**config.mk**
```make
export PLATFORM = sky130hd
export DESIGN_NAME = div32_seq
export DESIGN_NICKNAME = d
export VERILOG_FILES = /design/src/rtl/div32_seq.sv
export SDC_FILE = /design/constraint.sdc
export NUM_CORES = 1
export LEC_CHECK = 0
export CAP_MARGIN = 20
export CORE_MARGIN = 4
export CORE_UTILIZATION = 30
export DETAILED_ROUTE_END_ITERATION = 8
export GPL_TIMING_DRIVEN = 0
export PLACE_DENSITY = 0.5
export SYNTH_ARGS = -nofsm -noshare
export SYNTH_HDL_FRONTEND = slang
export SYNTH_SLANG_ARGS = --single-unit
```
**constraint.sdc**
```tcl
create_clock -name clk -period 9.7 [get_ports clk]
set_input_delay 1.94 -clock clk [delete_from_list [all_inputs] [get_ports clk]]
set_output_delay 1.94 -clock clk [all_outputs]
set_load 0.02 [all_outputs]
```
**src/rtl/div32_seq.sv**
```systemverilog
// rtl/div32_seq.sv - iterative radix-2 restoring divider for RV32M DIV/DIVU/REM/REMU
// Optional macro DIV_EARLY_OUT_EN: skip the iteration loop when |dividend| < |divisor|.
module div32_seq #(
    parameter int WIDTH = 32
) (
    input  logic             clk,
    input  logic             rst_n,
    input  logic             start,
    input  logic [1:0]       op,
    input  logic [WIDTH-1:0] dividend,
    input  logic [WIDTH-1:0] divisor,
    output logic             busy,
    output logic             done,
    output logic [WIDTH-1:0] result
);

    localparam int CW = (WIDTH > 1) ? $clog2(WIDTH) : 1;
    localparam logic [CW-1:0]    LAST     = CW'(WIDTH - 1);
    localparam logic [WIDTH-1:0] MOST_NEG = {1'b1, {(WIDTH-1){1'b0}}};

    typedef enum logic [1:0] {
        IDLE = 2'd0,
        CALC = 2'd1,
        FIX  = 2'd2
    } state_e;

    state_e state_q, state_d;

    logic [WIDTH-1:0] rem_q, rem_d;
    logic [WIDTH-1:0] quo_q, quo_d;
    logic [WIDTH-1:0] dvs_q, dvs_d;
    logic [CW-1:0]    count_q, count_d;
    logic             is_rem_q, is_rem_d;
    logic             neg_quo_q, neg_quo_d;
    logic             neg_rem_q, neg_rem_d;
    logic [WIDTH-1:0] result_q, result_d;
    logic             done_q, done_d;

    // Operand decode, only meaningful while IDLE and start is high
    logic             op_signed;
    logic             op_rem;
    logic             dvd_neg;
    logic             dvs_neg;
    logic [WIDTH-1:0] dvd_mag;
    logic [WIDTH-1:0] dvs_mag;
    logic             div_zero;
    logic             overflow;
    logic             early;
    logic             special;

    always_comb begin
        op_signed = ~op[0];
        op_rem    = op[1];
        dvd_neg   = op_signed & dividend[WIDTH-1];
        dvs_neg   = op_signed & divisor[WIDTH-1];
        dvd_mag   = dvd_neg ? (~dividend + 1'b1) : dividend;
        dvs_mag   = dvs_neg ? (~divisor + 1'b1) : divisor;
        div_zero  = (divisor == '0);
        overflow  = op_signed && (dividend == MOST_NEG) && (divisor == '1);
`ifdef DIV_EARLY_OUT_EN
        early     = (dvd_mag < dvs_mag) && !div_zero && !overflow;
`else
        early     = 1'b0;
`endif
        special   = div_zero | overflow | early;
    end

    // One restoring step: shift {rem,quo} left, trial-subtract the divisor magnitude
    logic [WIDTH:0] shifted;
    logic [WIDTH:0] trial;

    always_comb begin
        shifted = {rem_q, quo_q[WIDTH-1]};
        trial   = shifted - {1'b0, dvs_q};
    end

    always_ff @(posedge clk or negedge rst_n) begin
        if (!rst_n) begin
            state_q <= IDLE;
        end else begin
            state_q <= state_d;
        end
    end

    always_comb begin
        state_d = state_q;
        case (state_q)
            IDLE: begin
                if (start) begin
                    state_d = special ? FIX : CALC;
                end
            end
            CALC: begin
                if (count_q == LAST) begin
                    state_d = FIX;
                end
            end
            FIX: begin
                state_d = IDLE;
            end
            default: begin
                state_d = IDLE;
            end
        endcase
    end

    always_comb begin
        busy   = (state_q != IDLE);
        done   = done_q;
        result = result_q;
    end

    // Special cases preload {quo,rem} magnitudes so FIX applies one uniform sign fix-up
    always_comb begin
        rem_d     = rem_q;
        quo_d     = quo_q;
        dvs_d     = dvs_q;
        count_d   = count_q;
        is_rem_d  = is_rem_q;
        neg_quo_d = neg_quo_q;
        neg_rem_d = neg_rem_q;
        result_d  = result_q;
        done_d    = 1'b0;
        case (state_q)
            IDLE: begin
                if (start) begin
                    is_rem_d  = op_rem;
                    neg_quo_d = (dvd_neg ^ dvs_neg) & ~div_zero;
                    neg_rem_d = dvd_neg;
                    dvs_d     = dvs_mag;
                    count_d   = '0;
                    rem_d     = '0;
                    quo_d     = dvd_mag;
                    if (div_zero) begin
                        quo_d = '1;
                        rem_d = dvd_mag;
                    end else if (overflow) begin
                        quo_d = dvd_mag;
                        rem_d = '0;
                    end else if (early) begin
                        quo_d = '0;
                        rem_d = dvd_mag;
                    end
                end
            end
            CALC: begin
                if (!trial[WIDTH]) begin
                    rem_d = trial[WIDTH-1:0];
                    quo_d = {quo_q[WIDTH-2:0], 1'b1};
                end else begin
                    rem_d = shifted[WIDTH-1:0];
                    quo_d = {quo_q[WIDTH-2:0], 1'b0};
                end
                count_d = count_q + 1'b1;
            end
            FIX: begin
                done_d = 1'b1;
                if (is_rem_q) begin
                    result_d = neg_rem_q ? (~rem_q + 1'b1) : rem_q;
                end else begin
                    result_d = neg_quo_q ? (~quo_q + 1'b1) : quo_q;
                end
            end
            default: begin
                done_d = 1'b0;
            end
        endcase
    end

    always_ff @(posedge clk or negedge rst_n) begin
        if (!rst_n) begin
            rem_q     <= '0;
            quo_q     <= '0;
            dvs_q     <= '0;
            count_q   <= '0;
            is_rem_q  <= 1'b0;
            neg_quo_q <= 1'b0;
            neg_rem_q <= 1'b0;
            result_q  <= '0;
            done_q    <= 1'b0;
        end else begin
            rem_q     <= rem_d;
            quo_q     <= quo_d;
            dvs_q     <= dvs_d;
            count_q   <= count_d;
            is_rem_q  <= is_rem_d;
            neg_quo_q <= neg_quo_d;
            neg_rem_q <= neg_rem_d;
            result_q  <= result_d;
            done_q    <= done_d;
        end
    end

endmodule

```
Word level (Yosys, flattened, before mapping)

Index checks and enable logic that the tools add are counted.

Flip-flop bits (word level): 139
Input port bits: 69
Output and inout bits: 34
Logic and storage cells: 63

Add/sub/neg operators: 6
Eq/ne operators: 7
Muxes and demuxes: 20
Bitwise gates (word level): 11
Reduce and logical (&&, ||, !) cells: 9

Operator list:

| operator              | count |
|---|---|
| $mux 32               | 10 |
| $add 32x1->32 const B | 4 |
| $not 32->32           | 4 |
| $pmux 32 s2           | 2 |
| $eq 32x32->1 const B  | 2 |
| $sub 33x32->33        | 1 |
| $logic_not 32->1      | 1 |
| $pmux 5 s2            | 1 |
| $mux 2                | 3 |
| $reduce_and 2->1      | 3 |
| $add 5x1->5 const B   | 1 |
| $eq 5x5->1 const B    | 1 |
| $mux 5                | 1 |
| $ne 2x2->1 const B    | 2 |
| $pmux 2 s2            | 1 |
| $reduce_bool 2->1     | 2 |
| $and 1x1->1           | 3 |
| $eq 2x1->1 const B    | 1 |
| $eq 2x2->1 const B    | 1 |
| $logic_and 1x1->1     | 2 |
| $logic_not 2->1       | 1 |
| $mux 1                | 2 |
| $not 1->1             | 2 |
| $or 1x1->1            | 1 |
| $xor 1x1->1           | 1 |

Longest topological paths before layout

Word-level depth: 7
Gate-level depth with buffers: 13
Depth with buffers taken out: 12

Worst setup path after synthesis

OpenSTA, ideal clock, no wires.

Path type: input -> register
Start point: input dividend[5]
End point: register rem_q[30]
Setup time: 0.137 ns
Arrival time: 4.454 ns
Required time: 9.563 ns
Path slack: 5.109 ns
Cell stages on the path: 8
Buffers on the path: 0
Cell sequence: or4_1 -> or4_4 -> or3_1 -> or4_1 -> o31ai_1 -> xor2_1 -> o221a_2 -> a21oi_1

Longest elaborated chain between the ends: 6

RTL lines:

| element                | RTL line | source |
|---|---|---|
| start: declaration     | 10       | `input logic [WIDTH-1:0] dividend,` |
| $not 32->32            | 56       | `dvd_mag = dvd_neg ? (~dividend + 1'b1) : dividend;` |
| $add 32x1->32          | 56       |  |
| $mux 32                | 56       |  |
| $mux 32                | 134      | `if (div_zero) begin` |
| $mux 32                | 126      | `if (start) begin` |
| $pmux 32 s2            | 124      | `case (state_q)` |
| end signal: assignment | 182      | `rem_q <= rem_d;` |
| end: declaration       | 29       | `logic [WIDTH-1:0] rem_q, rem_d;` |

No other way between the ends. The select of a mux whose other input is x is not followed.
A chain may end at the register's enable or synchronous reset.

Worst setup path in the final report

Start point: input dividend[5]
End point: register rem_q[27]

Same word-level chain as after synthesis.

==> impl_metrics.ini <==
[synth]
seq_area_frac_synth = 0.325
syn-instance-count = 1311
synth_cell_types = 65
ys_ff_latch = 139
synth-edff-count = 0
synth_nets = 1420
synthArstFlopShare = 1.00
ys_warn_count = 0
synth_flop_cell = dfrtp_1
netlist_area_um2 = 10700
synth_area_per_cell_um2 = 8.16

[cts]
post-cts-setup-buffers = 0
cts_htree_levels = 4
clk_latency_ps = 430
postCtsHoldBufs = 0
cts.sinks = 139
clockRootBuffer = clkbuf_16
tritoncts = built
clock_path_buffers = 2
cts_resized = 0
cts_buffers = 17
clkTransAtPathRegs_ps = 60

[setup_path]
worstPathRequired_ps = 9990
end_kind = register
critPathKind = in2reg
critPathLaunchType = primary input
rr_endpoint = rem_q[18]$_DFFE_PN0P_
regToRegSetupSlack_ps = 5150
r2r.worst_path.cells = 12
crit_fanout = 6
r2r-start = rem_q[0]$_DFFE_PN0P_
cp.arrival_ps = 5360

[floorplan]
dieArea_um2 = 38700
die_y_um = 197
core-area_um2 = 34900
ios = 103
die_x_um = 197
start_util = 0.307
std_cell_rows = 68

[timing]
worstMarginPinSlew_ps = 1000
hold_violations = 0
rsz0062_at_grt = false
maxSlewViolCount = 0
relSlewSlack = 0.328
finalSetupViolCount = 0
fmax_mhz = 197
postLayoutSetupSlackWorst_ps = 4630
period_share = 0.523
clock_skew_ps = 10.6
min_period_ps = 5070
setup_tns_ps = 0

[placed_design]
io_buffer_count = 102
dp_hpwl_um = 30700
gp_congestion = 0.911
dp_slack_ps = 4250

[drt]
post-route-drc-count = 0
drtPass1Iterations = 5
drt-initial-drc-count = 536
wl_per_cell_um = 19.9
wl_um = 37800
ant_nets = 0
vias = 10124
viasPerCell = 5.32

[power_and_ir_drop]
power_density_nw_per_um2 = 378
p_total_mw = 4.91
power_leakage_nw = 5.13
ir_worst_vdd_mv = 0.146

[run_status]
status = finished, final reports clean

[global_route]
antenna_found_initial = 0
grt_pass1_wl_um = 59200
first_global_vias = 10121
grt_max_degree = 75
grtUsageTotal = 0.194
overflow = 0

[min_path]
whs_path_depth = 2
hp-start = result[11]$_DFFE_PN0P_
hold_path_class = reg2reg
hold_path_end = result[11]$_DFFE_PN0P_

[finish]
n_antenna_cell = 0
areaGrowthSynthToFinish_pct = 21.3
nets = 1544
drive_above_1_share = 0.0421
utilization = 0.372

[flow_run]
max-cap-violations = 0
power by group:
| group | leakage (nW) | internal, mW | total (mW) | switching, mW |
|---|---|---|---|---|
| logic | 3.26 | 1.26 | 2.96 | 1.70 |
| clock network | 0.313 | 0.456 | 0.725 | 0.269 |
| registers | 1.55 | 0.842 | 1.22 | 0.378 |
worst max-delay path by stage:
| stage | from | endpoint | slack (ps) |
|---|---|---|---|
| floorplan | dividend[5] | rem_q[30]$_DFFE_PN0P_ | 5110 |
| CTS | divisor[2] | rem_q[27]$_DFFE_PN0P_ | 4680 |
| detailed placement | dividend[5] | rem_q[30]$_DFFE_PN0P_ | 4250 |
| finish | dividend[5] | rem_q[27]$_DFFE_PN0P_ | 4630 |
| global placement | rst_n | dvs_q[26]$_DFFE_PN0P_ | 740 |
| global route | divisor[2] | rem_q[27]$_DFFE_PN0P_ | 4400 |
critical path, cell delays in order:
cell             delay, ps
clkdlybuf4s50_1        490
or4_1                  620
or4_4                  500
nor3_1                 470
buf_2                  320
nand2_1                140
o41ai_1                350
xnor2_1                150
a221oi_1               300
a21oi_1                 70
placed cells by master, fill, tap and decap left out, types with 50 or more instances in the layout:
cell,count
o21ai_0,139
clkdlybuf4s50_1,101
clkbuf_1,64
nor2_1,50
nand2_1,194
inv_1,50
dfrtp_1,139
a21oi_1,87
xor2_1,70
xnor2_1,73
nor3_1,51
area by class of cell:
cell class              instances  area [um^2]
multi-input cells            1047         6710
clock buffers                  17          425
inverters                      50          188
well taps                     455          569
fillers                      3667        21900
clock inverters                15          224
repair buffers                105         1060
plain buffers                  75          317
flip-flops and latches        139         3480
flip-flops by register name, summed over array words and instances, names as in the netlist:
register and count:
is_rem_q 1, state_q 2, neg_rem_q 1, rem_q 32, result 32, count_q 5, neg_quo_q 1, dvs_q 32
quo_q 32, done 1
through the flow:
step	instance area, um^2	hold WS (ps)	std cells
6_report	13000	476	1903
3_3_place_gp	12300	462	1868
4_1_cts	13000	483	1903
5_1_grt	13000	504	1903
2_1_floorplan	10700	449	1311
3_5_place_dp	12300	470	1871
logic make-up (layout without fill, tap and decap cells):
kind of cell | count (synthesis) | after routing | synth area share
muxes | 38 | 38 | 0.0358
buffers and inverters | 125 | 262 | 0.0472
and+or+nand+nor | 414 | 414 | 0.187
AOI/OAI and AO/OA | 412 | 412 | 0.240
DFF | 139 | 139 | 0.325
adders and majority gates | 40 | 40 | 0.0475
xor gates and xnor gates | 143 | 143 | 0.117
Yosys cell counts, drive strengths merged (2+ instances only):
| master | count | share of area |
|---|---|---|
| o21a | 7 | 0.0049 |
| inv | 50 | 0.018 |
| a211oi | 13 | 0.0091 |
| nor2 | 50 | 0.018 |
| nor3b | 2 | 0.0019 |
| a21oi | 87 | 0.041 |
| a2bb2oi | 3 | 0.0025 |
| o221ai | 7 | 0.0057 |
| buf | 11 | 0.0071 |
| nand2 | 195 | 0.070 |
| o31ai | 40 | 0.028 |
| ha | 39 | 0.046 |
| and2 | 5 | 0.0029 |
| xor2 | 70 | 0.057 |
| o2111ai | 4 | 0.0033 |
| o21ai | 140 | 0.066 |
| nor3 | 51 | 0.024 |
| o21bai | 4 | 0.0028 |
| mux2i | 36 | 0.034 |
| nand2b | 13 | 0.0076 |
| a31oi | 34 | 0.020 |
| o31a | 2 | 0.0016 |
| a32oi | 4 | 0.0033 |
| o41ai | 15 | 0.012 |
| nand3 | 12 | 0.0056 |
| mux2 | 2 | 0.0021 |
| a21o | 16 | 0.011 |
| and4 | 2 | 0.0016 |
| dfrtp | 139 | 0.33 |
| nor4 | 6 | 0.0035 |
| a41oi | 2 | 0.0016 |
| a22oi | 10 | 0.0070 |
| or2 | 2 | 0.0012 |
| and3 | 12 | 0.0070 |
| a31o | 2 | 0.0016 |
| nor2b | 10 | 0.0059 |
| or3 | 14 | 0.0091 |
| clkbuf | 64 | 0.022 |
| or4 | 23 | 0.019 |
| nand4 | 13 | 0.0076 |
| a221oi | 13 | 0.011 |
| xnor2 | 73 | 0.060 |
metal layers:
layer	vias up	routed length, um	GRT usage
met1	4743	17300	0.264
met2	293	17500	0.319
li1	5032	-	-
met5	-	0	0
met3	56	1890	0.0263
met4	0	1160	0.0657
Power figures use the tool's default switching activity.
